### config.mk
export PLATFORM = sky130hd
export DESIGN_NAME = jump_key_conditioner
export DESIGN_NICKNAME = d
export VERILOG_FILES = /design/src/rtl/jump_key_conditioner.sv
export SDC_FILE = /design/constraint.sdc
export NUM_CORES = 1
export LEC_CHECK = 0
export CORE_ASPECT_RATIO = 1.4
export CORE_MARGIN = 4
export CORE_UTILIZATION = 49
export DETAILED_ROUTE_END_ITERATION = 10
export GPL_TIMING_DRIVEN = 0
export PLACE_DENSITY = 0.74
export SLEW_MARGIN = 0
export SYNTH_ARGS = -nofsm -noshare
export SYNTH_HDL_FRONTEND = slang
export SYNTH_SLANG_ARGS = --single-unit
### constraint.sdc
create_clock -name proc_clk -period 1.6 [get_ports proc_clk]
set_input_delay 0.48 -clock proc_clk [delete_from_list [all_inputs] [get_ports proc_clk]]
set_output_delay 0.48 -clock proc_clk [all_outputs]
set_load 0.01 [all_outputs]
### src/rtl/jump_key_conditioner.sv
// jump_key_conditioner
// Conditions a raw, bouncing jump button into a debounced level, a one-cycle
// press pulse and a pending-press flag that the frame-rate controller consumes.
// The press counter and the sticky overrun flag give software visibility into
// presses that arrive faster than frames consume them.
//
// Pending-press protocol: jump_key rises on an accepted press and stays high
// until the downstream controller pulses frame_tick for one cycle. A press
// accepted in the same cycle as frame_tick replaces the consumed one, so
// jump_key stays high. A press accepted while jump_key is already high and no
// frame_tick is present raises overrun, which holds until overrun_clr.
module jump_key_conditioner #(
  parameter int DEBOUNCE_CYCLES = 1000000,
  parameter int CNT_W           = 21
) (
  input  logic       proc_clk,
  input  logic       reset,
  input  logic       key_raw,
  input  logic       frame_tick,
  input  logic       overrun_clr,
  output logic       jump_key,
  output logic       key_level,
  output logic       press_pulse,
  output logic       overrun,
  output logic [7:0] press_count,
  output logic [1:0] fsm_state
);

  typedef enum logic [1:0] {
    STABLE_LOW  = 2'd0,
    CHK_HIGH    = 2'd1,
    STABLE_HIGH = 2'd2,
    CHK_LOW     = 2'd3
  } state_t;

  localparam logic [CNT_W-1:0] CNT_ONE  = CNT_W'(1);
  localparam logic [CNT_W-1:0] CNT_LAST = CNT_W'(DEBOUNCE_CYCLES - 1);

  state_t           state;
  logic [CNT_W-1:0] cnt;
  logic             key_meta;
  logic             key_sync;
  logic             press_event;

  // FSM state is visible for checkers and debug.
  assign fsm_state = state;

  // Two-flop synchronizer; only key_sync is used downstream.
  always_ff @(posedge proc_clk or negedge reset) begin
    if (!reset) begin
      key_meta <= 1'b0;
      key_sync <= 1'b0;
    end else begin
      key_meta <= key_raw;
      key_sync <= key_meta;
    end
  end

  // A press is accepted on the sample that completes a high-going check.
  always_comb begin
    press_event = 1'b0;
    if ((state == CHK_HIGH) && key_sync && (cnt == CNT_LAST)) begin
      press_event = 1'b1;
    end
  end

  // Debounce FSM with counter; key_level and press_pulse are registered here.
  always_ff @(posedge proc_clk or negedge reset) begin
    if (!reset) begin
      state       <= STABLE_LOW;
      cnt         <= '0;
      key_level   <= 1'b0;
      press_pulse <= 1'b0;
    end else begin
      press_pulse <= 1'b0;
      case (state)
        STABLE_LOW: begin
          if (key_sync) begin
            state <= CHK_HIGH;
            cnt   <= CNT_ONE;
          end else begin
            cnt <= '0;
          end
        end
        CHK_HIGH: begin
          if (!key_sync) begin
            state <= STABLE_LOW;
            cnt   <= '0;
          end else if (cnt == CNT_LAST) begin
            state       <= STABLE_HIGH;
            cnt         <= '0;
            key_level   <= 1'b1;
            press_pulse <= 1'b1;
          end else begin
            cnt <= cnt + CNT_ONE;
          end
        end
        STABLE_HIGH: begin
          if (!key_sync) begin
            state <= CHK_LOW;
            cnt   <= CNT_ONE;
          end else begin
            cnt <= '0;
          end
        end
        CHK_LOW: begin
          if (key_sync) begin
            state <= STABLE_HIGH;
            cnt   <= '0;
          end else if (cnt == CNT_LAST) begin
            state     <= STABLE_LOW;
            cnt       <= '0;
            key_level <= 1'b0;
          end else begin
            cnt <= cnt + CNT_ONE;
          end
        end
        default: begin
          state     <= STABLE_LOW;
          cnt       <= '0;
          key_level <= 1'b0;
        end
      endcase
    end
  end

  // Pending-press flag, sticky overrun (set wins over clear) and press counter.
  always_ff @(posedge proc_clk or negedge reset) begin
    if (!reset) begin
      jump_key    <= 1'b0;
      overrun     <= 1'b0;
      press_count <= 8'd0;
    end else begin
      jump_key <= press_event | (jump_key & ~frame_tick);
      if (press_event && jump_key && !frame_tick) begin
        overrun <= 1'b1;
      end else if (overrun_clr) begin
        overrun <= 1'b0;
      end
      if (press_event) begin
        press_count <= press_count + 8'd1;
      end
    end
  end

endmodule

Word-level counts from Yosys, hierarchy flattened
Cells that the tools add are included.
W data, S select, Z words.

storage, ports and cells
  register bits after elaboration = 37
  input bits = 5
  output and inout bits = 14

operators by class
  add/subtract/negate cells = 2
  eq/ne operators = 12
  multiplexer cells = 24
  bitwise logic cells = 3
  reductions and logical operators = 10

operators with widths
  operator                 count
  $pmux W21 S4             1
  $mux W21                 3
  $add A21 B1 Y21 const B  1
  $eq A21 B20 Y1 const B   1
  $mux W1                  12
  $mux W2                  6
  $ne A2 B2 Y1 const B     5
  $add A8 B1 Y8 const B    1
  $pmux W2 S4              1
  $reduce_and A5 Y1        1
  $eq A2 B2 Y1 const B     2
  $logic_and A1 B1 Y1      4
  $reduce_and A4 Y1        1
  $reduce_bool A2 Y1       2
  $ne A3 B2 Y1 const B     1
  $ne A3 B3 Y1 const B     1
  $eq A2 B1 Y1 const B     1
  $logic_not A2 Y1         1
  $ne A2 B1 Y1 const B     1
  $pmux W1 S2              1
  $and A1 B1 Y1            1
  $logic_not A1 Y1         1
  $not A1 Y1               1
  $or A1 B1 Y1             1

Logic depth before layout (Yosys ltp)
  word-level depth = 7
  depth in mapped cells = 7
  mapped depth without buffers = 6

Least setup slack after synthesis
Ideal clock, no wire load.

  path kind = flip-flop to flip-flop
  start point = reg cnt[0]
  end point = reg press_count[3]
  setup time = 126 ps
  arrival = 1633 ps
  data required time = 1474 ps
  setup slack = -159 ps
  stages on the path, launching flop included = 8
  buffers on the path = 1
  clock period less this slack = 1759 ps
  cells stage by stage = dfrtp_1 ha_1 nand2_1 or2_4 nor4_4 buf_6 nand4_1 xnor2_1

on the way
  longest elaborated chain between the ends = 3

ends and longest elaborated chain
  element                 line  text
  start, declared         40    logic [CNT_W-1:0] cnt;
  start signal, assigned  95    cnt <= cnt + CNT_ONE;
  start signal, assigned  115   cnt <= cnt + CNT_ONE;
  $eq A21 B20 Y1          62    if ((state == CHK_HIGH) && key_sync && (cnt == CNT_LAST)) begin
  $logic_and A1 B1 Y1     62
  $mux W1                 62
  end signal, assigned    141   press_count <= press_count + 8'd1;
  end, declared           25    output logic [7:0] press_count,

No other way between the ends.
A chain may end at the register's enable or synchronous reset.

Worst setup path after layout
  start point = reg cnt[13]
  end point = reg cnt[19]

on the way
  longest elaborated chain between the ends = 4
  elaborated cells on any way between the ends = 6
  those cells by class = 1 x add/sub; 1 x eq/ne; 4 x mux

ends and longest elaborated chain
  element                                            line     text
  $add A21 B1 Y21 or $eq A21 B20 Y1 (tied branches)  -
  $mux W21 *                                         89, 110
  $mux W21 (on tied branches)                        107, 86
  $pmux W21 S4 *                                     76       case (state)

Mark *: on every way between the ends. The rest lies on a longest branch, timed or not.

==> impl_metrics.tcl <==
set metrics [dict create \
    hold_viol 0 \
    p_int_mw 1.27 \
    cts.hold.buffers_added 0 \
    slowest_delay_ns 0.42 \
    comb_power_share_pct 3.8 \
    area_growth_pct 27.3 \
    std_cell_rows 25 \
    p_sw_share_pct 22.3 \
    pwr-share-seq_pct 58.2 \
    cp_cell_sequence "nor4_2, nand4_2, or3_4, nand3b_1, buf_6, a21oi_1" \
    synth.ff_latch_count 37 \
    fin_tns_setup_ns -6.34 \
    grt_pass1_wl_mm 5.87 \
    min_period_ns 1.85 \
    wirelength_mm 3.41 \
    avgSynthCellArea_um2 11.0 \
    fin_crit_sh_pct 116 \
    ant_nets 0 \
    clkPwrFrac_pct 38.0 \
    final_cell_mix "35 x dfrtp_1, 26 x nor2_1, 14 x xnor2_1, 14 x dlygate4sd2_1" \
    viasPerCell 5.33 \
    cts-buffers-inserted 5 \
    worstSetupStartpointType "register" \
    syn_inst 154 \
    crit_start "cnt[13]" \
    cp_slowest_cell "or3_4" \
    die_area_um2 4470 \
    cp_top_family "simple AND/OR/NAND/NOR gates" \
    cts_max_level 2 \
    synth_area_um2 1690 \
    critPathMaxFanout 10 \
    cts_root_buffer "clkbuf_8" \
    status "finished with violations" \
    p_leak_nw 1.02 \
    yosys_warnings 0 \
    drtIter0Drc 55 \
    dr_total_vias 1236 \
    cts_tree "built" \
    rsz0062_at_grt "yes" \
    insertion_delay_ns 0.29 \
    wl_per_cell_um 14.7 \
    nets 198 \
    final_cell_count_no_fill 232 \
    n_antenna_cell 0 \
    drcViolationCount 0 \
    r2r_setup_slack_ns -0.25 \
    critical_path_class "reg -> reg" \
    cts.sinks 37 \
    design_area_um2 2150 \
    clk_pin_slew_ns 0.07 \
    seq_area_frac_synth_pct 54.7 \
    layout_commonest_cell "dfrtp_1" \
    post_dp_cell_area_um2 1950 \
    relSlewSlack_pct 47.1 \
    die_x_um 57.7 \
    holdWs_ns 0.277 \
    gp_congestion 0.815 \
    post-dp-hpwl_mm 2.25 \
    cp-end-kind "register" \
    antenna_found_initial 0 \
    io_buffer_count 18 \
    ys_types 30 \
    regToRegStartpoint "cnt[13]" \
    drtPass1Iterations 4 \
    crit_cells 6 \
    track_usage_pct 16.9 \
    io_pins 19 \
    min_path_type "in -> async" \
    setup_ws_ns -0.251 \
    violations "negative setup slack" \
    setup_viol 32 \
    maxCapViolations 0 \
    powerDensity_nw_per_um2 758 \
    die_h_um 77.5 \
    grt_pass1_vias 1328 \
    fin_skew_ns 0.00226 \
    coreArea_um2 3350 \
    worst-r2r-cell-count 6 \
    p_sw_mw 0.364 \
    dp_cells 212 \
    grt_overflow 0 \
    start_util_pct 50.6 \
    power_mw 1.63 \
    arrival_ns 2.02 \
    clock_path_buffers 2 \
    grt_max_degree 38 \
    slew_violations 0 \
    worstMarginPinSlew_ns 0.794 \
    peakVddDrop_mv 0.632 \
    path_buf_inv 1 \
    fmax_mhz 540 \
    cp_data_required_time_ns 1.77 \
    drive_gt1_share_pct 21.4 \
    syn_nets 161 \
]
## registers in the layout (all words and copies together), names as in the netlist, named ones only
register and flops:
cnt 21, press_count 8, fsm_state 1, jump_key 1
key_level 1, key_meta 1, key_sync 1, overrun 1
press_pulse 1
## power by group through the flow
| stage | sequential, mW | combinational, mW | clock [mW] |
|---|---|---|---|
| 5_1_grt | 0.951 | 0.0714 | 0.677 |
| 6_report | 0.950 | 0.0618 | 0.621 |
| 2_1_floorplan | 0.968 | 0.0252 | 0 |
| 4_1_cts | 0.950 | 0.0606 | 0.635 |
| 3_3_place_gp | 0.968 | 0.0608 | 0 |
| 3_5_place_dp | 0.968 | 0.0612 | 0 |
## path summary, 6_finish.rpt
check	end
max	cnt[19]
min	cnt[11]
max reg2reg	cnt[19]
min reg2reg	key_sync
max in group asynchronous	fsm_state[0]
min in group proc_clk	key_sync
## through the flow
step	worst slack, ns	util, %
final	-0.251	64.4
after global routing	-0.317	64.4
after CTS	-0.243	62.2
after detailed placement	-0.270	58.1
after global placement	-0.734	58.3
after floorplan	-0.0756	-
## synth_stat cells
library cell | n | area, um2
nor4_2 | 2 | 25.0
o21ai_0 | 1 | 5.00
xor2_1 | 10 | 87.6
xnor2_1 | 16 | 140
inv_1 | 6 | 22.5
a21o_1 | 1 | 7.51
or2_4 | 1 | 8.76
nand4_1 | 5 | 31.3
buf_4 | 2 | 15.0
nand3_1 | 11 | 55.1
o21a_1 | 1 | 7.51
nand2_1 | 8 | 30.0
nor4_4 | 1 | 21.3
nor3_2 | 1 | 10.0
nor3_1 | 1 | 5.00
a32o_1 | 1 | 10.0
nand3b_1 | 2 | 15.0
buf_6 | 1 | 11.3
a31oi_1 | 1 | 6.26
and4_1 | 3 | 26.3
a211o_1 | 1 | 8.76
mux2_1 | 2 | 22.5
nor2_1 | 26 | 97.6
dfrtp_1 | 37 | 926
and3_1 | 5 | 31.3
ha_1 | 2 | 25.0
or3_1 | 2 | 12.5
nand4_2 | 1 | 12.5
a21oi_1 | 2 | 10.0
and2_1 | 1 | 6.26
## cells by family (layout without fill, tap and decap cells)
| logic type | after synthesis | after routing | share of synthesized area (%) |
|---|---|---|---|
| simple gates | 70 | 70 | 22.9 |
| flops | 37 | 37 | 54.7 |
| xor+xnor | 26 | 26 | 13.5 |
| buf+inv | 9 | 47 | 2.88 |
| compound gates | 8 | 8 | 3.25 |
| fa+ha+maj | 2 | 2 | 1.48 |
| mux | 2 | 2 | 1.33 |
## cell type report
class / instances / area, um2
Sequential cell: 37 / 928
Tap cell: 40 / 50.0
Timing Repair Buffer: 30 / 255
Fill cell: 264 / 1190
Multi-Input combinational cell: 108 / 782
Buffer: 3 / 33.8
Inverter: 6 / 22.5
Clock buffer: 6 / 72.6
Clock inverter: 2 / 10.0
## repair_timing
action                                 CTS  global route
resized for setup                       20             7
setup endpoints to repair               47            35
setup buffers                            7             6
pin swaps                                8             2
endpoints found under the hold margin    0             0
## metal layers
metal	share of wire (%)	wire [um]	vias to the layer above	global-route usage, %
li1	-	-	594	-
met1	40	1360	613	19.6
met2	56	1900	22	29.2
met3	2.8	97	7	4.66
met4	1.8	62	0	6.26
met5	0	0	-	0
No activity file was read; power rests on OpenSTA's default activity.
